File: config.mk
export PLATFORM = sky130hd
export DESIGN_NAME = pipe_skid_reg
export DESIGN_NICKNAME = d
export VERILOG_FILES = /design/src/rtl/daric_pkg.sv /design/src/rtl/pipe_skid_reg.sv
export SDC_FILE = /design/constraint.sdc
export NUM_CORES = 1
export LEC_CHECK = 0
export ABC_CLOCK_PERIOD_IN_PS = 2500
export CAP_MARGIN = 30
export CORE_MARGIN = 8
export CORE_UTILIZATION = 51
export CTS_BUF_LIST = sky130_fd_sc_hd__clkbuf_8 sky130_fd_sc_hd__clkbuf_16
export CTS_CLUSTER_DIAMETER = 200
export DETAILED_ROUTE_END_ITERATION = 7
export GPL_ROUTABILITY_DRIVEN = 0
export GPL_TIMING_DRIVEN = 1
export PLACE_DENSITY_LB_ADDON = 0.08
export SLEW_MARGIN = 20
export SYNTH_ARGS = -nofsm -noshare
export SYNTH_HDL_FRONTEND = slang
export SYNTH_SLANG_ARGS = --single-unit
export TNS_END_PERCENT = 5
File: constraint.sdc
create_clock -name clk -period 2.5 [get_ports clk]
set_clock_uncertainty 0.2 [all_clocks]
set_input_delay 0.25 -clock clk [delete_from_list [all_inputs] [get_ports clk]]
set_output_delay 0.25 -clock clk [all_outputs]
set_load 0.01 [all_outputs]
File: src/rtl/daric_pkg.sv
// Shared types and constants for the elastic pipeline register.
package daric_pkg;

  typedef enum logic [1:0] {
    EMPTY = 2'd0,
    BUSY  = 2'd1,
    FULL  = 2'd2
  } skid_state_t;

  localparam int DATA_W = 32;

endpackage

File: src/rtl/pipe_skid_reg.sv
// Elastic pipeline register with a one-entry skid buffer. Every handshake-side
// output comes straight from a flop, so out_ready never reaches in_ready combinationally.
module pipe_skid_reg
  import daric_pkg::*;
#(
  parameter int WIDTH = DATA_W
) (
  input  logic             clk,
  input  logic             rst,
  input  logic             in_valid,
  output logic             in_ready,
  input  logic [WIDTH-1:0] in_data,
  output logic             out_valid,
  input  logic             out_ready,
  output logic [WIDTH-1:0] out_data,
  output logic [1:0]       occupancy
);

  // Handshake: a word moves on a rising edge only when valid and ready are both
  // high on that side; valid never depends on ready, and ready never depends on
  // the same cycle's out_ready.

  skid_state_t      state_q, state_d;
  logic [WIDTH-1:0] main_q, main_d;
  logic [WIDTH-1:0] skid_q, skid_d;
  logic             in_ready_q, in_ready_d;
  logic             out_valid_q, out_valid_d;
  logic             in_xfer, out_xfer;

  assign in_xfer  = in_valid & in_ready_q;
  assign out_xfer = out_valid_q & out_ready;

  always_comb begin
    state_d = state_q;
    main_d  = main_q;
    skid_d  = skid_q;
    case (state_q)
      EMPTY: begin
        if (in_xfer) begin
          state_d = BUSY;
          main_d  = in_data;
        end
      end
      BUSY: begin
        if (in_xfer && out_xfer) begin
          main_d = in_data;
        end else if (in_xfer) begin
          state_d = FULL;
          skid_d  = in_data;
        end else if (out_xfer) begin
          state_d = EMPTY;
        end
      end
      FULL: begin
        if (out_xfer) begin
          state_d = BUSY;
          main_d  = skid_q;
        end
      end
      default: state_d = EMPTY;
    endcase
    // Flags are precomputed from the next state so they leave the block registered.
    in_ready_d  = (state_d != FULL);
    out_valid_d = (state_d == BUSY) || (state_d == FULL);
  end

  always_ff @(posedge clk or negedge rst) begin
    if (!rst) begin
      state_q     <= EMPTY;
      main_q      <= '0;
      skid_q      <= '0;
      in_ready_q  <= 1'b1;
      out_valid_q <= 1'b0;
    end else begin
      state_q     <= state_d;
      main_q      <= main_d;
      skid_q      <= skid_d;
      in_ready_q  <= in_ready_d;
      out_valid_q <= out_valid_d;
    end
  end

  assign in_ready  = in_ready_q;
  assign out_valid = out_valid_q;
  assign out_data  = main_q;
  assign occupancy = state_q;

endmodule

==> results_dict.tcl, run 1 <==
set metrics [dict create \
    drive_above_1_share_pct 44.5 \
    fin_util_pct 67.8 \
    synth_seq_cells 68 \
    critPathArrivalTime_ps 1970 \
    worst_pin_slew_ps 570 \
    syn-mean-instance-area_um2 17.1 \
    port_buffers 71 \
    hold_viol 0 \
    dr_wl_met2_mm 2.62 \
    ctsResizeCount 0 \
    cts_setup_buffers 0 \
    cap_violations 0 \
    dpl.hpwl_mm 3.99 \
    gr-usage-all-layers_pct 13.9 \
    ir_drop_uv 1070 \
    antenna_found_initial 0 \
    grt_start_max_net_pins 33 \
    finalNetCount 306 \
    cp_cell_sequence "nand2_1 > o32ai_4 > buf_12 > mux2_2" \
    die_y_um 96.2 \
    dp_slack_ps 282 \
    fmax_ghz 0.516 \
    rows 29 \
    cp-start-kind "flop" \
    final_cell_mix "clkdlybuf4s50_1, dfrtp_1, mux2_4" \
    synth_warnings 0 \
    highest_layer "met4" \
    setup_tns_ps 0 \
    grt_pass1_vias 1930 \
    cp_slowest_cell "dfstp_2" \
    clock_latency_ps 340 \
    period_needed_ps 1940 \
    synthCells 192 \
    holdCritPathClass "in2async" \
    synthesis.area_mm2 0.00328 \
    drc_errors 0 \
    drv_slew 0 \
    cp-end-kind "flop" \
    slowest_delay_ps 550 \
    synth_cell_types 20 \
    status "finished clean" \
    wl_met1_mm 2.73 \
    cts_buffers 9 \
    reg2reg_slack_ps 560 \
    path_clk_slew_ps 70 \
    start_util_pct 52.2 \
    postRouteWirelength_mm 5.93 \
    p_leak_uw 0.00188 \
    clock_path_buffers 2 \
    die_area_mm2 0.00925 \
    routedWlPerCell_um 16.9 \
    cts_tree "done" \
    area_delta_synth_final_pct 29.8 \
    cp.required_ps 2530 \
    grt_overflow 0 \
    setup_viol 0 \
    core_mm2 0.00628 \
    via_per_inst 5.08 \
    ys_seq_area_share_pct 51.9 \
    die_x_um 96.2 \
    root_buffer "clkbuf_8" \
    setup_ws_ps 560 \
    dr_wl_met3_um 508 \
    final.period_utilization_pct 77.6 \
    cts.sinks 68 \
    drtIter0Drc 44 \
    power.total_uw 5720 \
    rsz0062_at_grt "false" \
    ioPinCount 72 \
    h-tree-depth 3 \
    drtPass1Iterations 3 \
    path_max_fanout 32 \
    antenna_left 0 \
    grt_pass1_wl_mm 9.59 \
    critPathKind "reg2reg" \
    pwr_density_cell_mw_per_mm2 1340 \
    slew_headroom_pct 62.0 \
    layout.cells.most_common "clkdlybuf4s50_1" \
    routed-via-count 1783 \
    n_antenna_cell 0 \
    syn_nets 229 \
]
## critical path: cells and delay by family, from the launching register on
kind	cells	cell delay (ps)
AND/OR/NAND/NOR	1	100
flip-flops	1	550
multiplexers	1	360
buffers and inverters	1	290
AO/OA/AOI/OAI	1	300
## layout make-up
cell class / count / area [µm²]
clock buffer: 9 / 124
fill: 461 / 2020
inverter: 2 / 7.51
sequential: 68 / 1700
clock inverter: 7 / 98.8
tap: 77 / 96.3
timing repair buffer: 76 / 771
multi-input combinational: 112 / 1460
## state kept, by name (all words and copies together) (netlist names)
name / count
out_valid: 1
out_data: 32
occupancy: 2
skid_q: 32
in_ready: 1
## power breakdown
group	leakage (µW)	internal, µW	switching (µW)
Combinational	0.000963	1770	910
Clock	0.000110	568	440
Sequential	0.000804	1680	342
Total	0.00188	4030	1690
## logic make-up after synthesis
family                   after synthesis  synth area share, %
flip-flops                            68                 51.9
AND/OR/NAND/NOR                        7                 1.76
multiplexers                          96                 39.7
AO/OA/AOI/OAI                          8                 2.56
adder cells (fa/ha/maj)                1                0.381
buffers and inverters                 12                 3.66
## synthesized netlist by cell type
cell type / instances / area, µm²
nor2b_4: 1 / 13.8
mux2_1: 2 / 22.5
and3b_2: 1 / 10.0
nand2_4: 1 / 11.3
nand2b_1: 1 / 6.26
and4_1: 1 / 8.76
inv_1: 2 / 7.51
o22a_2: 1 / 10.0
a21oi_1: 3 / 15.0
nand2_1: 2 / 7.51
dfstp_2: 1 / 26.3
mux2_2: 35 / 394
mux2_4: 59 / 886
a31oi_1: 1 / 6.26
a21boi_4: 1 / 18.8
o22ai_1: 1 / 6.26
o32ai_4: 1 / 27.5
dfrtp_1: 67 / 1680
buf_6: 10 / 113
ha_1: 1 / 12.5
## metrics by stage
| stage | hold WS [ps] | area, µm² | cells |
|---|---|---|---|
| 6_report | 238 | 4260 | 351 |
| 5_1_grt | 276 | 4260 | 351 |
| 4_1_cts | 242 | 4260 | 351 |
| 3_5_place_dp | 84.6 | 4020 | 334 |
| 3_3_place_gp | 85.8 | 4020 | 334 |
| 2_1_floorplan | -246 | 3280 | 192 |
## layer usage
metal  global-route usage (%)  vias to the layer above
li1                         -                      842
met1                     17.9                      880
met4                     5.38                        0
met3                     6.24                        7
met2                     20.0                       54
met5                        0                        -
## path summary, 6_finish.rpt
kind                                       startpoint                        to  depth (start not counted)
worst max register to register     in_ready$_DFF_PN1_  out_data[30]$_DFFE_PN0P_                          4
max in group asynchronous                         rst        in_ready$_DFF_PN1_                          3
min in group clk                skid_q[2]$_DFFE_PN0P_     skid_q[2]$_DFFE_PN0P_                          1
worst min register to register  skid_q[2]$_DFFE_PN0P_     skid_q[2]$_DFFE_PN0P_                          1
worst max-delay path               in_ready$_DFF_PN1_  out_data[30]$_DFFE_PN0P_                          4
worst min-delay path                              rst   out_data[1]$_DFFE_PN0P_                          2
## what timing repair did
| action | CTS | global route |
|---|---|---|
| endpoints found under the hold margin | 24 | 0 |
| endpoints found under the setup margin | 0 | 0 |
| hold buffers | 1 | 0 |
No activity file was read; power rests on OpenSTA's default activity.
==> run 2, diff against run 1 <==
--- a/config.mk
+++ b/config.mk
@@ -5,7 +5,7 @@
 export SDC_FILE = /design/constraint.sdc
 export NUM_CORES = 1
 export LEC_CHECK = 0
-export ABC_CLOCK_PERIOD_IN_PS = 2500
+export ABC_CLOCK_PERIOD_IN_PS = 1800
 export CAP_MARGIN = 30
 export CORE_MARGIN = 8
 export CORE_UTILIZATION = 51
==> constraint.sdc (replaced) <==
create_clock -name clk -period 1.8 [get_ports clk]
set_clock_uncertainty 0.2 [all_clocks]
set_input_delay 0.18 -clock clk [delete_from_list [all_inputs] [get_ports clk]]
set_output_delay 0.18 -clock clk [all_outputs]
set_load 0.01 [all_outputs]
==> run 2 against run 1 <==
Against the previous run: the flow now finishes with violations (setup timing); critical path type unchanged; maximum frequency rose by 2.7%; combinational power is 59% higher; sequential share of layout area is 2.0 points lower; core utilization grew 3.8 points; worst setup slack lost 650 ps; critical endpoint is now out_data[10]$_DFFE_PN0P_; highest routed layer unchanged; cell count grew 4.6%; die area unchanged; power rose by 48%; worst hold slack worse by 54 ps; global-route usage grew 0.18 points.
==> results_dict.tcl, run 2 (synthesis gave the netlist of run 1 again) <==
set metrics [dict create \
    status "complete, but fails checks" \
    violations "setup timing" \
    worst_pin_slew_ps 372 \
    port_buffers 71 \
    gr-usage-met1_pct 18.0 \
    grt_use_met2_pct 20.8 \
    cp_slowest_cell "dfstp_2" \
    root_buffer "clkbuf_8" \
    rsz0062_at_grt "true" \
    postRouteWirelength_mm 6.38 \
    regArea_mm2 0.00171 \
    layout.cells.most_common "clkdlybuf4s50_1" \
    p_leak_uw 0.00199 \
    fin_cells 367 \
    clock_path_buffers 2 \
    die_y_um 96.2 \
    drtPass1Iterations 4 \
    dpl.cell_count 344 \
    hold_viol 0 \
    path_max_fanout 6 \
    pwr_density_cell_mw_per_mm2 1890 \
    multiInputGateArea_mm2 0.00147 \
    n_antenna_cell 0 \
    critPathArrivalTime_ps 1910 \
    dpl.hpwl_mm 4.22 \
    rows 29 \
    holdCritPathClass "in2async" \
    gr-usage-all-layers_pct 14.1 \
    grt_start_max_net_pins 69 \
    area_delta_synth_final_pct 37.0 \
    critPathKind "reg2reg" \
    cts.sinks 68 \
    h-tree-depth 3 \
    drive_above_1_share_pct 48.6 \
    final.period_utilization_pct 105 \
    use_met3_pct 4.21 \
    worst_hold_slack_ps 184 \
    start_util_pct 52.2 \
    die_area_mm2 0.00925 \
    path_clk_slew_ps 70 \
    drv_slew 0 \
    antenna_left 0 \
    routedWlPerCell_um 17.4 \
    finalNetCount 322 \
    num-fill-cells 426 \
    drtIter0Drc 31 \
    dp_slack_ps -242 \
    cp-start-kind "flop" \
    period_needed_ps 1890 \
    grt_overflow 0 \
    via_per_inst 5.15 \
    antenna_found_initial 0 \
    ir_drop_uv 1030 \
    cap_violations 0 \
    core_mm2 0.00628 \
    slew_headroom_pct 75.2 \
    grt_pass1_vias 1987 \
    clock_latency_ps 340 \
    cts_buffers 9 \
    setup_ws_ps -88.3 \
    setup_viol 32 \
    final_cell_mix "clkdlybuf4s50_1, dfrtp_1, mux2_4" \
    cp.required_ps 1830 \
    routed-via-count 1889 \
    grt_pass1_wl_mm 9.74 \
    grt-busiest-layer "met2" \
    cp_cell_sequence "nand2_2 > o32ai_4 > buf_6 > clkbuf_16 > mux2_4" \
    cts_tree "done" \
    ioPinCount 72 \
    die_x_um 96.2 \
    fmax_ghz 0.530 \
    slowest_delay_ps 540 \
    drc_errors 0 \
    cp-end-kind "flop" \
]
## run 2: changes by cell type in the layout (fill, tap and decap cells not counted), moves of 2 or more
cell,change
buf_4,+6
buf_12,+4
buf_6,+3
clkbuf_16,+2
clkdlybuf4s50_1,-2
clkinv_4,+2
dfrtp_1,-2
dfrtp_2,+2
dlygate4sd2_1,+2
inv_6,-2
mux2_2,-2
mux2_4,+2
## run 2: report_power, final
| group | internal, µW | leakage, µW | switching [µW] |
|---|---|---|---|
| Combinational | 2850 | 0.00109 | 1410 |
| Sequential | 2340 | 0.000801 | 475 |
| Clock | 786 | 0.000106 | 607 |
## run 2: repair_timing
action | CTS | global route
setup endpoints to repair | 34 | 33
pin swaps | 0 | 2
hold buffers | 1 | 0
hold endpoints to repair | 68 | 0
resized for setup | 2 | 10
gates cloned | 0 | 3
buffers inserted | 0 | 3
## run 2: per-layer routing
layer,part of all wire [%],up-vias
met1,47,954
met2,45,49
met5,0,-
li1,-,874
met4,2.0,0
met3,6.4,12
## run 2: path summary, 6_finish.rpt
check / slack [ps] / to / startpoint / cells past startpoint
min in group clk: 270 / skid_q[1]$_DFFE_PN0P_ / in_data[1] / 2
max reg2reg: -90 / out_data[10]$_DFFE_PN0P_ / in_ready$_DFF_PN1_ / 5
min reg2reg: 300 / skid_q[1]$_DFFE_PN0P_ / skid_q[1]$_DFFE_PN0P_ / 1
max in group asynchronous: 910 / skid_q[17]$_DFFE_PN0P_ / rst / 3
max: -90 / out_data[10]$_DFFE_PN0P_ / in_ready$_DFF_PN1_ / 5
min: 180 / skid_q[23]$_DFFE_PN0P_ / rst / 3
## run 2: worst max-delay path: cells and delay by family, from the launching register on
family | cells | cell delay (ps)
DFF | 1 | 540
AOI/OAI and AO/OA | 1 | 340
buffers and inverters | 2 | 330
muxes | 1 | 290
and+or+nand+nor | 1 | 70
## run 2: cell type report
cell class                      count  share of cell area (%)
Tap cell                           77                    2.14
Clock inverter                      7                    2.26
Inverter                            2                   0.167
Clock buffer                        9                    2.76
Sequential cell                    68                    38.0
Multi-Input combinational cell    112                    32.6
Timing Repair Buffer               92                    22.1
## run 2: through the flow
step	setup TNS [ps]	area, µm²	util [%]	total power (µW)
6_report	-1920	4490	71.6	8470
5_1_grt	-3530	4490	71.6	8940
4_1_cts	-1070	4370	69.6	8250
3_5_place_dp	-7840	4140	65.9	6830
3_3_place_gp	-7460	4140	65.9	6750
2_1_floorplan	-799	3280	-	5390
